==> src/rtl/cdc_pkg.sv <==
// Shared types and defaults for the CDC handshake blocks.
package cdc_pkg;

  localparam int CDC_DEF_STAGES = 3;

  typedef enum logic [1:0] {
    IDLE        = 2'd0,
    REQ_HI      = 2'd1,
    ACK_WAIT_LO = 2'd2
  } hs_tx_state_t;

endpackage

==> src/rtl/bit_sync.sv <==
// Multi-flop level synchronizer; all stages clear on async reset.
module bit_sync
  import cdc_pkg::*;
#(
  parameter int NO_STAGES = CDC_DEF_STAGES,
  parameter int BUS       = 1
) (
  input  logic           i_clk,
  input  logic           i_arst_n,
  input  logic [BUS-1:0] i_data,
  output logic [BUS-1:0] o_data
);

  logic [NO_STAGES-1:0][BUS-1:0] sync_q;

  always_ff @(posedge i_clk or negedge i_arst_n) begin
    if (!i_arst_n) begin
      sync_q <= '0;
    end else begin
      sync_q <= {sync_q[NO_STAGES-2:0], i_data};
    end
  end

  assign o_data = sync_q[NO_STAGES-1];

endmodule

==> src/rtl/cdc_hs_tx.sv <==
// Source side of a 4-phase req/ack CDC handshake with optional ack-phase timeout.
//
// state       | meaning
// IDLE        | no transfer in flight; ready when synced ack is low
// REQ_HI      | word held on o_data, o_req high, waiting for ack high
// ACK_WAIT_LO | o_req dropped, o_data still held, waiting for ack low
module cdc_hs_tx
  import cdc_pkg::*;
#(
  parameter int NO_STAGES = CDC_DEF_STAGES,
  parameter int BUS       = 8,
  parameter int TIMEOUT   = 0
) (
  input  logic           i_clk,
  input  logic           i_arst_n,
  input  logic           i_valid,
  input  logic [BUS-1:0] i_data,
  output logic           o_ready,
  output logic           o_req,
  output logic [BUS-1:0] o_data,
  input  logic           i_async_ack,
  output logic           o_done,
  output logic           o_timeout
);

  hs_tx_state_t state_q;
  hs_tx_state_t state_d;
  logic         ack_s;
  logic         accept;

  bit_sync #(
    .NO_STAGES(NO_STAGES),
    .BUS      (1)
  ) u_ack_sync (
    .i_clk   (i_clk),
    .i_arst_n(i_arst_n),
    .i_data  (i_async_ack),
    .o_data  (ack_s)
  );

  // A stale ack (destination never reset) blocks new requests until it drops.
  assign o_ready = (state_q == IDLE) && !ack_s;
  assign accept  = i_valid && o_ready;

  always_comb begin
    state_d = state_q;
    case (state_q)
      IDLE:        if (accept) state_d = REQ_HI;
      REQ_HI:      if (ack_s)  state_d = ACK_WAIT_LO;
      ACK_WAIT_LO: if (!ack_s) state_d = IDLE;
      default:     state_d = IDLE;
    endcase
  end

  always_ff @(posedge i_clk or negedge i_arst_n) begin
    if (!i_arst_n) begin
      state_q <= IDLE;
      o_req   <= 1'b0;
      o_data  <= '0;
      o_done  <= 1'b0;
    end else begin
      state_q <= state_d;
      o_req   <= (state_d == REQ_HI);
      o_done  <= (state_q == ACK_WAIT_LO) && !ack_s;
      if (accept) begin
        o_data <= i_data;
      end
    end
  end

  if (TIMEOUT > 0) begin : g_tmo
    localparam int CW = $clog2(TIMEOUT + 1);
    localparam logic [CW-1:0] TMO_MAX = CW'(TIMEOUT);

    logic [CW-1:0] cnt_q;
    logic [CW-1:0] cnt_nxt;
    logic          tmo_q;

    assign cnt_nxt = (cnt_q == TMO_MAX) ? cnt_q : cnt_q + 1'b1;

    // Counter restarts on every phase change; flag is sticky, FSM never aborts.
    always_ff @(posedge i_clk or negedge i_arst_n) begin
      if (!i_arst_n) begin
        cnt_q <= '0;
        tmo_q <= 1'b0;
      end else if (state_d != state_q) begin
        cnt_q <= '0;
      end else if (state_q != IDLE) begin
        cnt_q <= cnt_nxt;
        if (cnt_nxt == TMO_MAX) begin
          tmo_q <= 1'b1;
        end
      end
    end

    assign o_timeout = tmo_q;
  end else begin : g_no_tmo
    assign o_timeout = 1'b0;
  end

endmodule

==> config.mk <==
export PLATFORM = sky130hd
export DESIGN_NAME = cdc_hs_tx
export DESIGN_NICKNAME = d
export VERILOG_FILES = /design/src/rtl/cdc_pkg.sv /design/src/rtl/bit_sync.sv /design/src/rtl/cdc_hs_tx.sv
export SDC_FILE = /design/constraint.sdc
export NUM_CORES = 1
export LEC_CHECK = 0
export ABC_CLOCK_PERIOD_IN_PS = 2000
export BUFFER_PORTS_ARGS = -buffer_cell sky130_fd_sc_hd__buf_2
export CORE_AREA = 5 5 42 44
export CTS_CLUSTER_DIAMETER = 60
export CTS_CLUSTER_SIZE = 25
export DETAILED_ROUTE_END_ITERATION = 7
export DIE_AREA = 0 0 47 49
export HOLD_SLACK_MARGIN = 0.05
export PLACE_DENSITY = 0.79
export SLEW_MARGIN = 10
export SYNTH_ARGS = -nofsm -noshare
export SYNTH_HDL_FRONTEND = slang
export SYNTH_SLANG_ARGS = --single-unit
==> constraint.sdc <==
create_clock -name i_clk -period 2 [get_ports i_clk]
set_input_delay 0 -clock i_clk [delete_from_list [all_inputs] [get_ports i_clk]]
set_output_delay 0 -clock i_clk [all_outputs]
set_load 0.01 [all_outputs]
==> impl_metrics.py, run 1 <==
metrics = {
    "status": {
        "status": "finished clean",
    },
    "clocking": {
        "htreeDepth": 1,
        "clk_pin_slew_ns": 0.08,
        "cts.sinks": 15,
        "cts.path.max_buffers": 2,
        "cts_setup_buffers": 0,
        "cts_buffers": 3,
        "clk_latency_ns": 0.27,
        "root_buffer": "clkbuf_4",
        "cts_tree": "done",
    },
    "synth": {
        "synth-seq-cells": 15,
        "synth_area_um2": 543,
        "yosysTopAreaCell": "dfrtp_1",
        "seq_area_frac_synth": 0.691,
        "syn_inst": 33,
        "avgSynthCellArea_um2": 16.5,
        "synthTopCellsByArea": "dfrtp_1 69%, mux2_2 17%, nor4b_4 4.4%, nor3_1 2.8%, xor2_1 1.6%",
        "synth_warnings": 0,
        "yosysTopAreaCellShare": 0.691,
        "synth_nets": 45,
        "synth_cell_types": 10,
    },
    "grt": {
        "grt_pass1_wl_mm": 1.83,
        "antenna_found_initial": 0,
        "grt.overflow.total": 0,
        "grt_max_degree": 16,
        "grt_pass1_vias": 434,
        "grtUsageTotal": 0.107,
    },
    "power": {
        "leakagePower_nw": 0.390,
        "pwr-share-comb": 0.244,
        "p_int_uw": 543,
        "p_seq_frac": 0.537,
        "vdd_ir_drop_max_uv": 507,
        "switching_share": 0.270,
        "p_sw_uw": 201,
        "power_density_nw_per_um2": 927,
        "clkPwrFrac": 0.219,
    },
    "sta": {
        "timing.hold.ws_ns": 0.156,
        "setup_ws_ns": 0.464,
        "max_freq_ghz": 0.651,
        "slew_headroom": 0.634,
        "drv_slew": 0,
        "setup_viol": 0,
        "tightestPinTransition_ns": 0.546,
        "rsz0062_at_grt": "no",
        "period_needed_ns": 1.54,
        "hold_viol_final": 0,
        "tns_ns": 0,
        "clock_skew_ns": 0.00518,
        "min_period_over_period": 0.768,
    },
    "final_layout": {
        "nNetsFinal": 82,
        "drive_above_1_share": 0.507,
        "syn2layout_area_growth_pct": 47.7,
        "n_antenna_cell": 0,
        "stdcell_area_um2": 802,
    },
    "placement": {
        "hpwl_um": 720,
        "gp_congestion": 0.630,
        "numPortBuffers": 22,
        "dp_slack_ns": 0.441,
        "post_dp_cell_area_um2": 666,
    },
    "route": {
        "drtAntennaViolNets": 0,
        "viasPerCell": 4.49,
        "drt-met1-wl_um": 411,
        "drc": 0,
        "drt_iter0_drc": 1,
        "wl_met3_um": 90,
        "dr_wl_met2_um": 485,
        "routed_wirelength_um": 986,
        "firstDrtPassIters": 2,
        "routed.top_layer": "met3",
        "vias": 382,
        "post_drt_wl_per_cell_um": 11.6,
    },
    "die": {
        "die_w_um": 47,
        "initial_core_util": 0.388,
        "std_cell_rows": 14,
        "die_area_um2": 2300,
        "die_h_um": 49,
        "ioPinCount": 24,
        "core_um2": 1400,
    },
    "worst_setup_path": {
        "start_kind": "register",
        "r2r_setup_slack_ns": 0.46,
        "crit_type": "reg -> reg",
        "setup.worst_path.end_class": "register",
        "critPathMaxFanout": 8,
        "worst-endpoint-arrival_ns": 1.69,
        "cp.required_ns": 2.16,
    },
    "hold_path": {
        "hp-class": "in -> async",
    },
    "flow_run": {
        "maxCapViolCount": 0,
    },
}
cells in the mapped netlist, drive strengths merged:
cell type,n
mux2,8
dfrtp,15
buf,1
and2,1
nor2,1
nor4b,1
nor3b,1
nor3,3
conb,1
xor2,1
cell type report:
cell class	count	area, um^2
Tap cell	16	20.0
Timing Repair Buffer	33	220
Clock buffer	4	26.3
Sequential cell	15	375
Multi-Input combinational cell	17	160
Fill cell	122	599
power groups by stage:
stage | registers, mW | clock network, mW | logic, mW
global route | 0.407 | 0.185 | 0.200
global placement | 0.401 | 0 | 0.165
detailed placement | 0.403 | 0 | 0.170
CTS | 0.400 | 0.168 | 0.185
finish | 0.399 | 0.163 | 0.181
floorplan | 0.426 | 0 | 0.0654
repair_timing:
action	in CTS	in global routing
resized for setup	0	0
hold buffers	11	0
hold endpoints to repair	25	0
kinds of logic after synthesis:
family | synth area share
DFF | 0.691
muxes | 0.166
and+or+nand+nor | 0.106
xor gates and xnor gates | 0.0161
buffers and inverters | 0.0138
other | 0.00691
flip-flops by register name, indices dropped and copies added, names as in the netlist:
signal	flops
o_done	1
u_ack_sync.sync_q	2
o_req	1
o_data	8
state_q	2
u_ack_sync.o_data	1
placed cells by master, fill, tap and decap left out:
cell           count
and2_2             1
buf_2             22
clkbuf_1           1
clkbuf_4           3
conb_1             1
dfrtp_1           15
dlygate4sd3_1     11
mux2_2             8
nor2_1             1
nor3_1             3
nor3b_1            1
nor4b_4            1
xor2_1             1
metrics by stage:
stage / power [mW] / util / instances
5_1_grt: 0.793 / 0.572 / 85
4_1_cts: 0.753 / 0.572 / 85
3_3_place_gp: 0.566 / 0.475 / 70
3_5_place_dp: 0.574 / 0.475 / 70
2_1_floorplan: 0.491 / - / 33
6_report: 0.743 / 0.572 / 85
final timing paths:
path                                 startpoint                   end  cells past startpoint
max                           u_ack_sync.o_data             o_data[1]                      2
min                                    i_arst_n             o_data[5]                      2
max reg2reg                   u_ack_sync.o_data             o_data[1]                      2
min reg2reg                u_ack_sync.sync_q[0]  u_ack_sync.sync_q[1]                      0
max in group asynchronous              i_arst_n            state_q[1]                      2
min in group i_clk         u_ack_sync.sync_q[0]  u_ack_sync.sync_q[1]                      0
metal layers:
layer	up-vias	track usage
met1	183	0.138
met5	-	0
met2	15	0.161
met3	0	0.0369
met4	0	0.0415
li1	184	-
worst max-delay path, cell delays in order (launching register included):
cell and delay [ns]:
dfrtp_1 0.45, nor4b_4 0.58, mux2_2 0.40
(Power assumes the default switching activity.)
==> run 2: changes to the inputs <==
Settings changed: ABC_CLOCK_PERIOD_IN_PS 2000 to 1600.
Clock period 2 ns to 1.6 ns, I/O delays scaled along.
==> impl_metrics.py, run 2 (synthesized netlist as in run 1, its figures left out) <==
metrics = {
    "route": {
        "firstDrtPassIters": 4,
        "viasPerCell": 4.46,
        "post_drt_wl_per_cell_um": 12.1,
        "vias": 388,
        "routed_wirelength_mm": 1.05,
        "drt_iter0_drc": 4,
        "drtAntennaViolNets": 0,
        "drc": 0,
    },
    "final_layout": {
        "syn2layout_area_growth_pct": 50.5,
        "final_core_util": 0.583,
        "mostFrequentLayoutCell": "buf_2",
        "largest_registers": "o_data x8, state_q x2, u_ack_sync.sync_q x2",
        "largest_reg_flops": 8,
        "stdcell_area_um2": 817,
        "n_antenna_cell": 0,
        "final_cell_mix": "22 x buf_2, 15 x dfrtp_1, 11 x dlygate4sd3_1",
        "nNetsFinal": 84,
        "largest-register": "o_data",
        "drive_above_1_share": 0.521,
        "final_cells": 87,
    },
    "clocking": {
        "cts_tree": "done",
        "root_buffer": "clkbuf_4",
        "cts.sinks": 15,
        "cts.path.max_buffers": 2,
        "clk_latency_ns": 0.28,
        "hold_buffers": 11,
        "cts_buffers": 3,
        "clk_pin_slew_ns": 0.08,
        "post_cts_resized": 0,
        "cts_setup_buffers": 0,
        "htreeDepth": 1,
    },
    "worst_setup_path": {
        "worst-endpoint-arrival_ns": 1.56,
        "timing.rr.start": "u_ack_sync.o_data",
        "critPathLaunch": "u_ack_sync.o_data",
        "crit_buf_inv": 1,
        "cp.required_ns": 1.77,
        "start_kind": "register",
        "critPathMaxFanout": 6,
        "worst_path_dominant_cell_family": "flip-flops",
        "crit_chain": "nor4b_4 -> buf_4 -> mux2_2",
        "crit_type": "reg -> reg",
        "setup.worst_path.end_class": "register",
        "slowest_delay_ns": 0.45,
        "slowest_stage": "dfrtp_1",
    },
    "die": {
        "core_um2": 1400,
        "die_w_um": 47,
        "std_cell_rows": 14,
        "ioPinCount": 24,
        "die_h_um": 49,
        "initial_core_util": 0.388,
        "die_area_um2": 2300,
    },
    "sta": {
        "rsz0062_at_grt": "no",
        "max_freq_ghz": 0.715,
        "clock_skew_ns": 0.00371,
        "setup_ws_ns": 0.201,
        "hold_viol_final": 0,
        "period_needed_ns": 1.40,
        "min_period_over_period": 0.874,
        "setup_viol": 0,
        "timing.hold.ws_ns": 0.132,
        "tns_ns": 0,
        "drv_slew": 0,
    },
    "placement": {
        "hpwl_um": 797,
        "gp_congestion": 0.647,
        "numPortBuffers": 22,
        "post_dp_cell_area_um2": 681,
        "placed_cells": 72,
        "dp_slack_ns": 0.194,
    },
    "grt": {
        "grtUsageTotal": 0.112,
        "grt_pass1_vias": 434,
        "grt_pass1_wl_mm": 1.85,
        "grt.overflow.total": 0,
        "grt_max_degree": 16,
        "antenna_found_initial": 0,
    },
    "power": {
        "vdd_ir_drop_max_uv": 677,
        "power.total_uw": 935,
        "power_density_nw_per_um2": 1140,
        "leakagePower_nw": 0.401,
    },
    "flow_run": {
        "maxCapViolCount": 0,
    },
    "hold_path": {
        "hp-class": "in -> async",
    },
    "status": {
        "status": "finished clean",
    },
}
## run 2: changes by cell type in the layout (fill, tap and decap cells not counted), sizes merged
| cell | before | now |
|---|---|---|
| buf | 22 | 24 |
## run 2: worst paths after layout
kind	slack [ns]	cells past startpoint	endpoint
worst min register to register	0.35	0	u_ack_sync.o_data
worst max register to register	0.20	3	o_data[0]
worst min-delay path	0.13	2	o_data[6]
max in group asynchronous	1.23	2	state_q[1]
min in group i_clk	0.35	0	u_ack_sync.o_data
worst max-delay path	0.20	3	o_data[0]
## run 2: layout make-up
class,count,area [um^2]
Clock buffer,4,26.3
Fill cell,123,584
Multi-Input combinational cell,17,160
Sequential cell,15,375
Tap cell,16,20.0
Timing Repair Buffer,35,235
## run 2: power breakdown
group / internal, mW / switching [mW]
combinational: 0.136 / 0.100
sequential: 0.451 / 0.0441
clock: 0.0967 / 0.107
total: 0.684 / 0.252
## run 2: metal layers
layer	wire, um	vias to the layer above	share of wire	track usage
li1	-	189	-	-
met3	91	2	0.086	0.0295
met1	396	179	0.38	0.134
met5	0	-	0	0
met2	544	18	0.52	0.172
met4	21	0	0.020	0.0691
